==> config.mk <==
export PLATFORM = sky130hd
export DESIGN_NAME = plot_sink
export DESIGN_NICKNAME = d
export VERILOG_FILES = /design/src/rtl/vga_pkg.sv /design/src/rtl/plot_sink_pkg.sv /design/src/rtl/plot_sink_if.sv /design/src/rtl/plot_sink_fifo.sv /design/src/rtl/plot_sink.sv
export SDC_FILE = /design/constraint.sdc
export NUM_CORES = 1
export LEC_CHECK = 0
export CORE_UTILIZATION = 45
export DETAILED_ROUTE_END_ITERATION = 8
export PLACE_DENSITY = 0.66
export SETUP_SLACK_MARGIN = 0.5
export SYNTH_ARGS = -nofsm -noshare
export SYNTH_HDL_FRONTEND = slang
export SYNTH_HIERARCHICAL = 1
export SYNTH_SLANG_ARGS = --single-unit
==> constraint.sdc <==
create_clock -name clk -period 5.3 [get_ports clk]
set_input_delay 1.59 -clock clk [delete_from_list [all_inputs] [get_ports clk]]
set_output_delay 1.59 -clock clk [all_outputs]
set_load 0.005 [all_outputs]
==> src/rtl/vga_pkg.sv <==
// Screen geometry and framebuffer widths shared by the VGA plotting blocks.
package vga_pkg;

  localparam int SCREEN_W  = 160;
  localparam int SCREEN_H  = 120;
  localparam int FB_ADDR_W = 15;
  localparam int COLOUR_W  = 3;

endpackage

==> src/rtl/plot_sink_pkg.sv <==
// Plot entry type and framebuffer address helper for plot_sink.
package plot_sink_pkg;

  import vga_pkg::*;

  typedef struct packed {
    logic [FB_ADDR_W-1:0] addr;
    logic [COLOUR_W-1:0]  colour;
  } plot_entry_t;

  // y*160 + x without a multiplier: 160 = 128 + 32.
  function automatic logic [FB_ADDR_W-1:0] fbAddr(input logic [7:0] x, input logic [6:0] y);
    logic [FB_ADDR_W-1:0] yw;
    yw = FB_ADDR_W'(y);
    return (yw << 7) + (yw << 5) + FB_ADDR_W'(x);
  endfunction

endpackage

==> src/rtl/plot_sink_if.sv <==
// Push/pop bundle between the plot_sink front end (master) and its FIFO (slave).
interface plot_sink_if #(parameter int DEPTH = 4);

  import plot_sink_pkg::*;

  localparam int LVL_W = $clog2(DEPTH) + 1;

  logic             push;
  plot_entry_t      wdata;
  logic             pop;
  plot_entry_t      head;
  logic             full;
  logic             empty;
  logic [LVL_W-1:0] level;

  modport master (output push, wdata, pop, input head, full, empty, level);
  modport slave  (input push, wdata, pop, output head, full, empty, level);

endinterface

==> src/rtl/plot_sink_fifo.sv <==
// plot_fifo: power-of-two circular buffer of plot entries with occupancy count.
module plot_fifo
  import plot_sink_pkg::*;
#(
  parameter int DEPTH = 4
) (
  input logic       clk,
  input logic       rst_n,
  plot_sink_if.slave f
);

  localparam int PTR_W = $clog2(DEPTH);
  localparam int LVL_W = PTR_W + 1;

  plot_entry_t      r_mem [DEPTH];
  logic [PTR_W-1:0] r_wr_ptr;
  logic [PTR_W-1:0] r_rd_ptr;
  logic [LVL_W-1:0] r_level;
  logic             w_push;
  logic             w_pop;

  // A full FIFO still accepts a push when the head leaves in the same cycle.
  assign f.full  = (r_level == LVL_W'(DEPTH));
  assign f.empty = (r_level == '0);
  assign w_pop   = f.pop && !f.empty;
  assign w_push  = f.push && (!f.full || w_pop);
  assign f.head  = r_mem[r_rd_ptr];
  assign f.level = r_level;

  always_ff @(posedge clk or negedge rst_n) begin
    if (!rst_n) begin
      for (int i = 0; i < DEPTH; i++) begin
        r_mem[i] <= '0;
      end
      r_wr_ptr <= '0;
      r_rd_ptr <= '0;
      r_level  <= '0;
    end else begin
      if (w_push) begin
        r_mem[r_wr_ptr] <= f.wdata;
        r_wr_ptr        <= r_wr_ptr + PTR_W'(1);
      end
      if (w_pop) begin
        r_rd_ptr <= r_rd_ptr + PTR_W'(1);
      end
      if (w_push && !w_pop) begin
        r_level <= r_level + LVL_W'(1);
      end else if (w_pop && !w_push) begin
        r_level <= r_level - LVL_W'(1);
      end
    end
  end

endmodule

==> src/rtl/plot_sink.sv <==
// plot_sink: clips plot strobes, converts to framebuffer addresses and buffers them.
// Optional drop counter enabled by defining PLOT_SINK_DROP_COUNT_EN.
module plot_sink
  import vga_pkg::*;
  import plot_sink_pkg::*;
#(
  parameter int FIFO_DEPTH = 4
) (
  input  logic                         clk,
  input  logic                         resetn,
  input  logic [7:0]                   x,
  input  logic [6:0]                   y,
  input  logic [COLOUR_W-1:0]          colour,
  input  logic                         writeEn,
  output logic [FB_ADDR_W-1:0]         mem_addr,
  output logic [COLOUR_W-1:0]          mem_data,
  output logic                         mem_we,
  input  logic                         mem_ready,
  output logic                         overflow,
  output logic [$clog2(FIFO_DEPTH):0]  level
`ifdef PLOT_SINK_DROP_COUNT_EN
  ,
  output logic [7:0]                   drop_count
`endif
);

  plot_sink_if #(.DEPTH(FIFO_DEPTH)) fifo_bus ();

  logic w_in_range;
  logic w_push;
  logic w_pop;
  logic w_drop_full;
  logic r_overflow;

  assign w_in_range  = (int'(x) < SCREEN_W) && (int'(y) < SCREEN_H);
  assign w_push      = writeEn && w_in_range;
  assign w_pop       = !fifo_bus.empty && mem_ready;
  assign w_drop_full = w_push && fifo_bus.full && !w_pop;

  assign fifo_bus.push  = w_push;
  assign fifo_bus.wdata = '{addr: fbAddr(x, y), colour: colour};
  assign fifo_bus.pop   = w_pop;

  assign mem_addr = fifo_bus.head.addr;
  assign mem_data = fifo_bus.head.colour;
  assign mem_we   = !fifo_bus.empty;
  assign level    = fifo_bus.level;
  assign overflow = r_overflow;

  plot_fifo #(.DEPTH(FIFO_DEPTH)) u_fifo (
    .clk   (clk),
    .rst_n (resetn),
    .f     (fifo_bus)
  );

  // Sticky until reset; clipped strobes never count as overflow.
  always_ff @(posedge clk or negedge resetn) begin
    if (!resetn) begin
      r_overflow <= 1'b0;
    end else if (w_drop_full) begin
      r_overflow <= 1'b1;
    end
  end

`ifdef PLOT_SINK_DROP_COUNT_EN
  logic [7:0] r_drop_count;

  assign drop_count = r_drop_count;

  always_ff @(posedge clk or negedge resetn) begin
    if (!resetn) begin
      r_drop_count <= '0;
    end else if (writeEn && (!w_in_range || w_drop_full) && (r_drop_count != 8'hFF)) begin
      r_drop_count <= r_drop_count + 8'd1;
    end
  end
`endif

endmodule
-- Word level (Yosys, flattened, before mapping)
Cells that the tools add are included.
- bits in registers: 80
- input bits: 22
- output and inout bits: 23
- word-level logic and storage cells: 52
- add/sub/neg operators: 6
- $lt $le $gt $ge: 5
- equal/unequal tests: 1
- muxes and demuxes: 8
- bitwise logic cells: 2
- reductions and logical operators: 18
- operator list (kind ; count):
    72-bit bitwise mux ; 1
    18-bit two-way mux ; 3
    18-bit binary-select mux with 2-bit select ; 1
    18-bit demux with 2-bit select ; 1
    14-bit by 12-bit adder with 15-bit output ; 1
    15-bit by 8-bit adder with 15-bit output ; 1
    1-bit logical AND ; 10
    8-bit less-than comparator (second input constant) ; 1
    7-bit less-than comparator (second input constant) ; 1
    3-bit greater-or-equal comparator (second input constant) ; 2
    3-bit two-way mux ; 2
    2-bit NOT with 3-bit output ; 2
    1-bit logical NOT ; 5
    2-bit by 1-bit adder with 2-bit output (second input constant) ; 2
    3-bit by 1-bit adder with 3-bit output (second input constant) ; 1
    3-bit equality test (second input constant) ; 1
    3-bit logical NOT ; 1
    3-bit by 1-bit less-than comparator with 1-bit output (second input constant) ; 1
    3-bit by 1-bit subtractor with 3-bit output (second input constant) ; 1
    2-bit nonzero test ; 1
    1-bit logical OR ; 1

-- Longest topological paths before layout
Gate-level depths: netlist of run 1.
- depth in word-level cells: 10
- depth in mapped cells: 10

-- Modules after synthesis
The synthesis of run 1 kept the hierarchy.
- by module, submodules not included (module ; times used ; cells each ; area an instance (sq um) ; sequential area each (sq um)):
    plot_fifo ; 1 ; 209 ; 3530.9 ; 1976.9
    plot_sink ; 1 ; 61 ; 493.0 ; 25.0

-- Worst setup path after synthesis of run 1
No wires, ideal clock.
- path type: input to register
- start point: in y[0]
- end point: reg u_fifo/r_mem[15] in the netlist's numbering
- arrival time: 3.388 ns
- data required time: 5.175 ns
- path slack: 1.788 ns
- stages on the path: 8
- buffers on the path: 0
- path through: inv_1 -> fa_1 -> fa_1 -> nor2b_4 -> o31a_1 -> or4_1 -> nand3_1 -> mux2_2
- RTL lines (what ; line ; source):
    start: declaration ; plot_sink.sv:12 ; input logic [6:0] y,
    end signal: indexed assignment ; plot_sink_fifo.sv:40 ; r_mem[r_wr_ptr] <= f.wdata;
    end: declaration ; plot_sink_fifo.sv:15 ; plot_entry_t r_mem [DEPTH];

-- Final worst setup path of run 1
- start point: reg u_fifo.r_rd_ptr[0]
- end point: out mem_addr[11]
- cells in the longest elaborated chain, start to end: 4
- RTL lines (what ; line ; source):
    start: declaration ; plot_sink_fifo.sv:17 ; logic [PTR_W-1:0] r_rd_ptr;
    start signal: assignment ; plot_sink_fifo.sv:44 ; r_rd_ptr <= r_rd_ptr + PTR_W'(1);
    2-bit NOT with 3-bit output (implied by the code) ; plot_sink_fifo.sv:27 ; assign f.head = r_mem[r_rd_ptr];
    18-bit binary-select mux with 2-bit select ; plot_sink_fifo.sv:27 ;
    18-bit two-way mux (implied by the code) (2 in series) ; plot_sink_fifo.sv:27 ;
    end: declaration ; plot_sink.sv:15 ; output logic [FB_ADDR_W-1:0] mem_addr,
No other way between the ends. The select of a mux whose other input is x is not followed.

==> results.cfg, run 1 <==
[clock_network]
cts_inserted_buffers = 9
ctsRootBufferMaster = clkbuf_8
postCtsHoldBufs = 0
clock_sinks = 80
post_cts_buffers = 0
clk_pin_slew_ps = 80
clockBufferDepth = 2
cts_tree = done
cts_resized = 0
worstSkewPairLatency_ps = 340
ctsHtreeMaxLevel = 3

[timing]
slew_violations = 0
worst_slack_ps = 1320
rsz0062_at_grt = false
finalSetupTns_ps = 0
final_hold_viol_count = 0
max_freq_ghz = 0.251
timing.final.crit_period_ps = 3980
slew_headroom = 0.332
finClkSkew_ps = 8.03
fin_crit_sh = 0.751
tightest_slew_ps = 1000
finalSetupViolCount = 0

[drt]
wl_per_cell_um = 17.1
routed_wirelength_um = 7420
route.detailed.drc = 0
dr.pass1.iters = 4
ant_nets = 0
viasPerCell = 5.34
drtIter0Drc = 112
via_count = 2317

[yosys]
ys_ff_latch = 80
ys_seq_area_frac = 0.498
yosysWarningCount = 6
syn_inst = 270
syn-num-nets = 313
ys_types = 35
synth_area_mm2 = 0.00402
syn_avg_cell_area_um2 = 14.9

[setup_path]
cp.arrival_ps = 2390
cp-end-kind = output port
start_kind = register
cpMaxStageDelayCell = dfrtp_1
rrSetupSlack_ps = 2490
crit_path_max_incr_delay_ps = 640
r2r-end = u_fifo/f.level[1]
crit_chain = buf_4 -> mux4_2 -> clkdlybuf4s50_1
crit_type = register to output port
worstPathRequired_ps = 3710
crit_path_max_fanout = 13
reg2reg_depth = 8
timing.rr.start = u_fifo/f.level[0]

[pwr]
peakVddDrop_v = 0.000321
powerDensity_mw_per_mm2 = 594
p_leak_uw = 0.00203
power_uw = 2850

[place]
hpwl_um = 5000
numPortBuffers = 44
dp_slack_ps = 1130
place_area_mm2 = 0.00457
globalplace.congestion = 0.832

[global_routing]
grt_pass1_vias = 2506
globalRouteTotalUtil = 0.184
grt_start_max_net_pins = 81
grt_overflow = 0
grt_pass1_wl_um = 12600
antenna_found_initial = 0

[cells_and_area]
antenna_cells = 0
fin_area_mm2 = 0.00480
area_growth_pct = 19.3
utilization = 0.553
drive_above_1_share = 0.365
fin_nets = 365
nFillCells = 752

[floorplanning]
ioPinCount = 45
initial_core_util = 0.464
die_area_mm2 = 0.00932
die_x_um = 96.6
rows = 34
coreArea_mm2 = 0.00868
dieHeight_um = 96.6

[worst_hold_path]
hp-class = register to register
hp-start = overflow
min_path_cells = 1
min_to = overflow

[outcome]
status = completed

[run]
drv_cap = 0
## worst max-delay path, delay by kind of cell (launching register included)
kind / cells / cell delay (ps)
buf+inv: 2 / 840
flops: 1 / 640
mux: 1 / 570
## cell usage after synthesis
| cell | n | area, um^2 |
|---|---|---|
| dfrtp_1 | 80 | 2000 |
| mux2_2 | 74 | 833 |
| ha_1 | 18 | 225 |
| mux4_2 | 18 | 405 |
| inv_1 | 13 | 48.8 |
| xnor2_1 | 8 | 70.1 |
| a21oi_1 | 5 | 25.0 |
| nand2_1 | 5 | 18.8 |
| nor2_2 | 4 | 25.0 |
| o21ai_0 | 4 | 20.0 |
| buf_2 | 3 | 15.0 |
| buf_6 | 3 | 33.8 |
| fa_1 | 3 | 60.1 |
| nor2_1 | 3 | 11.3 |
| nor2b_1 | 3 | 18.8 |
| nor3_1 | 3 | 15.0 |
| o211ai_1 | 3 | 22.5 |
| nand2b_1 | 2 | 12.5 |
| xor2_1 | 2 | 17.5 |
| a21o_1 | 1 | 7.51 |
| and2b_2 | 1 | 8.76 |
| and3_1 | 1 | 6.26 |
| clkbuf_1 | 1 | 3.75 |
| clkbuf_8 | 1 | 13.8 |
| nand3_1 | 1 | 5.00 |
| nand3b_1 | 1 | 7.51 |
| nand4_1 | 1 | 6.26 |
| nor2b_4 | 1 | 13.8 |
| nor3b_1 | 1 | 7.51 |
| nor4b_4 | 1 | 23.8 |
| o211a_1 | 1 | 10.0 |
| o21a_1 | 1 | 7.51 |
| o31a_1 | 1 | 8.76 |
| or3_1 | 1 | 6.26 |
| or4_1 | 1 | 7.51 |
## stage by stage
stage / cells / hold slack [ps]
floorplan: 270 / 451
global placement: 419 / 452
detailed placement: 419 / 452
CTS: 434 / 483
global route: 434 / 493
finish: 434 / 472
## power by group
part / leakage (uW) / total (uW) / switching (uW) / internal [uW]
combinational: 0.000961 / 1200 / 384 / 817
sequential: 0.000959 / 1130 / 212 / 917
clock: 0.000113 / 523 / 211 / 311
## sequential cells by signal (all words and copies together), names as in the netlist
register	flops
u_fifo/f.level	3
u_fifo/r_mem	72
overflow	1
u_fifo/r_wr_ptr	2
u_fifo/r_rd_ptr	2
## layout by cell type, fill, tap and decap left out, drive strengths merged, types with 6 or more instances in the layout
cell / n
mux4: 18
clkbuf: 10
ha: 18
xnor2: 8
buf: 6
nor2: 7
inv: 13
mux2: 74
dfrtp: 80
clkdlybuf4s50: 43
## worst max path at each step
| stage | start | endpoint | cells past startpoint |
|---|---|---|---|
| 5_1_grt | u_fifo/r_rd_ptr[0] | mem_addr[11] | 3 |
| 2_1_floorplan | y[0] | u_fifo/r_mem[15] | 8 |
| 6_report | u_fifo/r_rd_ptr[0] | mem_addr[11] | 3 |
| 3_3_place_gp | y[0] | u_fifo/r_mem[50] | 10 |
| 3_5_place_dp | y[0] | u_fifo/r_mem[34] | 10 |
| 4_1_cts | u_fifo/r_rd_ptr[0] | mem_addr[11] | 3 |
## logic make-up (layout without fill, tap and decap cells)
family                   Yosys count  count (layout)  synth area share
flip-flops                        80              80             0.498
buffers and inverters             21              77            0.0286
AO/OA/AOI/OAI                     16              16            0.0252
adder cells (fa/ha/maj)           21              21            0.0709
XOR/XNOR                          10              10            0.0218
multiplexers                      92              92             0.308
AND/OR/NAND/NOR                   30              30            0.0482
## metal layers
metal | GRT usage | vias to the layer above | part of all wire
met5 | 0 | - | 0
met4 | 0.0404 | 0 | 0.0042
met3 | 0.0532 | 2 | 0.038
met2 | 0.313 | 47 | 0.51
met1 | 0.232 | 1178 | 0.44
li1 | - | 1090 | -
## final cells by class
class / count / area, um^2 / area share
Clock buffer: 10 / 128 / 0.0266
Multi-Input combinational cell: 169 / 1910 / 0.397
Clock inverter: 5 / 106 / 0.0221
Timing Repair Buffer: 49 / 475 / 0.0990
Tap cell: 108 / 135 / 0.0281
Sequential cell: 80 / 2000 / 0.417
Inverter: 13 / 48.8 / 0.0102
Power figures use the tool's default switching activity.
==> inputs of run 2 (changes only) <==
- clock period: 5.3 -> 3.85 ns (I/O delays scaled with it)
==> results.cfg, run 2 (synthesis results as in run 1) <==
[pwr]
p_switching_uw = 1130
p_clk_frac = 0.156
pwr-share-comb = 0.456
p_seq_frac = 0.388
powerDensity_mw_per_mm2 = 801
p_leak_uw = 0.00210
internal-power_uw = 2770
peakVddDrop_v = 0.000404
p_sw_frac = 0.289

[place]
place_inst = 420
globalplace.congestion = 0.824
hpwl_um = 4760
numPortBuffers = 44

[floorplanning]
dieHeight_um = 96.6
initial_core_util = 0.464
die_x_um = 96.6
rows = 34
ioPinCount = 45
die_area_mm2 = 0.00932
coreArea_mm2 = 0.00868

[timing]
rsz0062_at_grt = false
slew_headroom = 0.328
final_hold_viol_count = 0
max_freq_ghz = 0.314
finalSetupViolCount = 0
finClkSkew_ps = 8.36
fin_crit_sh = 0.827
finalSetupTns_ps = 0
timing.final.crit_period_ps = 3180
tightest_slew_ps = 1010
slew_violations = 0

[cells_and_area]
utilization = 0.561
final_cell_mix = dfrtp_1 (79), mux2_2 (70), clkdlybuf4s50_1 (40), ha_1 (18), mux4_2 (18)
antenna_cells = 0
largest_reg_flops = 72
final_cells = 441
top_register = u_fifo/r_mem
area_growth_pct = 21.0
fin_nets = 371
layout_commonest_cell = dfrtp_1
drive_above_1_share = 0.399

[setup_path]
cp_common_cell = ha_1
crit_chain = clkdlybuf4s50_1 -> ha_1 -> ha_1 -> or3_1 -> o211ai_1 -> xnor2_2 -> mux2_4
rrSetupSlack_ps = 1020
reg2reg_depth = 8
crit_path_max_fanout = 6
start_kind = input port
crit_type = input port to register
cp.depth = 7
r2r-end = u_fifo/f.level[1]
timing.rr.start = u_fifo/f.level[0]
crit_path_max_incr_delay_ps = 580
cp.arrival_ps = 3410
critPathBufInv = 1
worstPathRequired_ps = 4070
critical_path.top_delay_family = buffers and inverters
cpMaxStageDelayCell = clkdlybuf4s50_1
cp-end-kind = register

[clock_network]
postCtsHoldBufs = 0
clk_pin_slew_ps = 80
clockBufferDepth = 2
ctsHtreeMaxLevel = 3
cts_inserted_buffers = 9
cts_tree = done
worstSkewPairLatency_ps = 340
clock_sinks = 80
ctsRootBufferMaster = clkbuf_8

[drt]
ant_nets = 0
route.detailed.drc = 0
viasPerCell = 5.34
routed_wirelength_um = 7410
drtIter0Drc = 62
dr.pass1.iters = 4
via_count = 2355
wl_per_cell_um = 16.8

[worst_hold_path]
min_path_cells = 1
hp-start = overflow
hp-class = register to register
min_to = overflow

[global_routing]
grt_pass1_wl_um = 12100
globalRouteTotalUtil = 0.175
grt_start_max_net_pins = 81
grt_overflow = 0
antenna_found_initial = 0
grt_pass1_vias = 2455

[outcome]
status = completed

[run]
drv_cap = 0
## run 2: cell count changes in the layout (fill, tap and decap cells not counted), sizes merged
cell           change
buf                +6
bufinv             -2
clkbuf             +1
clkdlybuf4s50      -3
clkinv             +2
dlymetal6s2s       +3
## run 2: final cells by class
cell class,instances,area [um^2]
Clock buffer,11,141
Fill cell,737,3810
Inverter,13,48.8
Multi-Input combinational cell,169,1940
Timing Repair Buffer,55,541
Tap cell,108,135
Clock inverter,5,56.3
Sequential cell,80,2000
## run 2: layer usage
metal,global-route usage,wire [um],part of all wire,up-vias
met3,0.0423,279,0.038,12
met4,0.0588,97,0.013,0
met1,0.231,3410,0.46,1203
met2,0.285,3620,0.49,43
li1,-,-,-,1097
met5,0,0,0,-
## run 2: worst max-delay path by stage
stage          startpoint                end  slack (ps)
3_5_place_dp         y[0]   u_fifo/r_mem[32]         100
4_1_cts              y[0]   u_fifo/r_mem[15]         500
6_report             y[6]   u_fifo/r_mem[70]         670
3_3_place_gp         y[0]   u_fifo/r_mem[68]         140
5_1_grt              x[6]  u_fifo/f.level[2]         520
2_1_floorplan        y[0]   u_fifo/r_mem[15]         770
## run 2: stage by stage
step	setup slack [ps]	area (um^2)	hold WS [ps]	power [uW]
after CTS	502	4790	474	3890
after global placement	145	4590	447	3230
final	666	4870	466	3900
after floorplan	773	4020	451	2550
after detailed placement	99.0	4590	443	3270
after global routing	518	4870	484	4180
## run 2: timing repair
| item | CTS | global route |
|---|---|---|
| pin swaps | 0 | 6 |
| gates resized for setup | 2 | 12 |
| setup buffers | 0 | 5 |
| endpoints found under the hold margin | 0 | 0 |
| endpoints found under the setup margin | 19 | 17 |
| gates cloned | 0 | 0 |
## run 2: power by group through the flow
stage | clock [uW] | combinational (uW) | sequential, uW
after floorplan | 0 | 1120 | 1440
after global placement | 0 | 1710 | 1520
after detailed placement | 0 | 1730 | 1540
after CTS | 633 | 1740 | 1520
after global routing | 658 | 1950 | 1570
final | 608 | 1780 | 1520
## run 2: worst register-to-register path, cell delays in order (launching register included)
cell     delay [ps]
dfrtp_1         490
nor3_1          360
nor2b_1         180
nor4b_4         420
and2b_2         300
ha_1            230
inv_1            70
fa_1            400
mux2_2          270
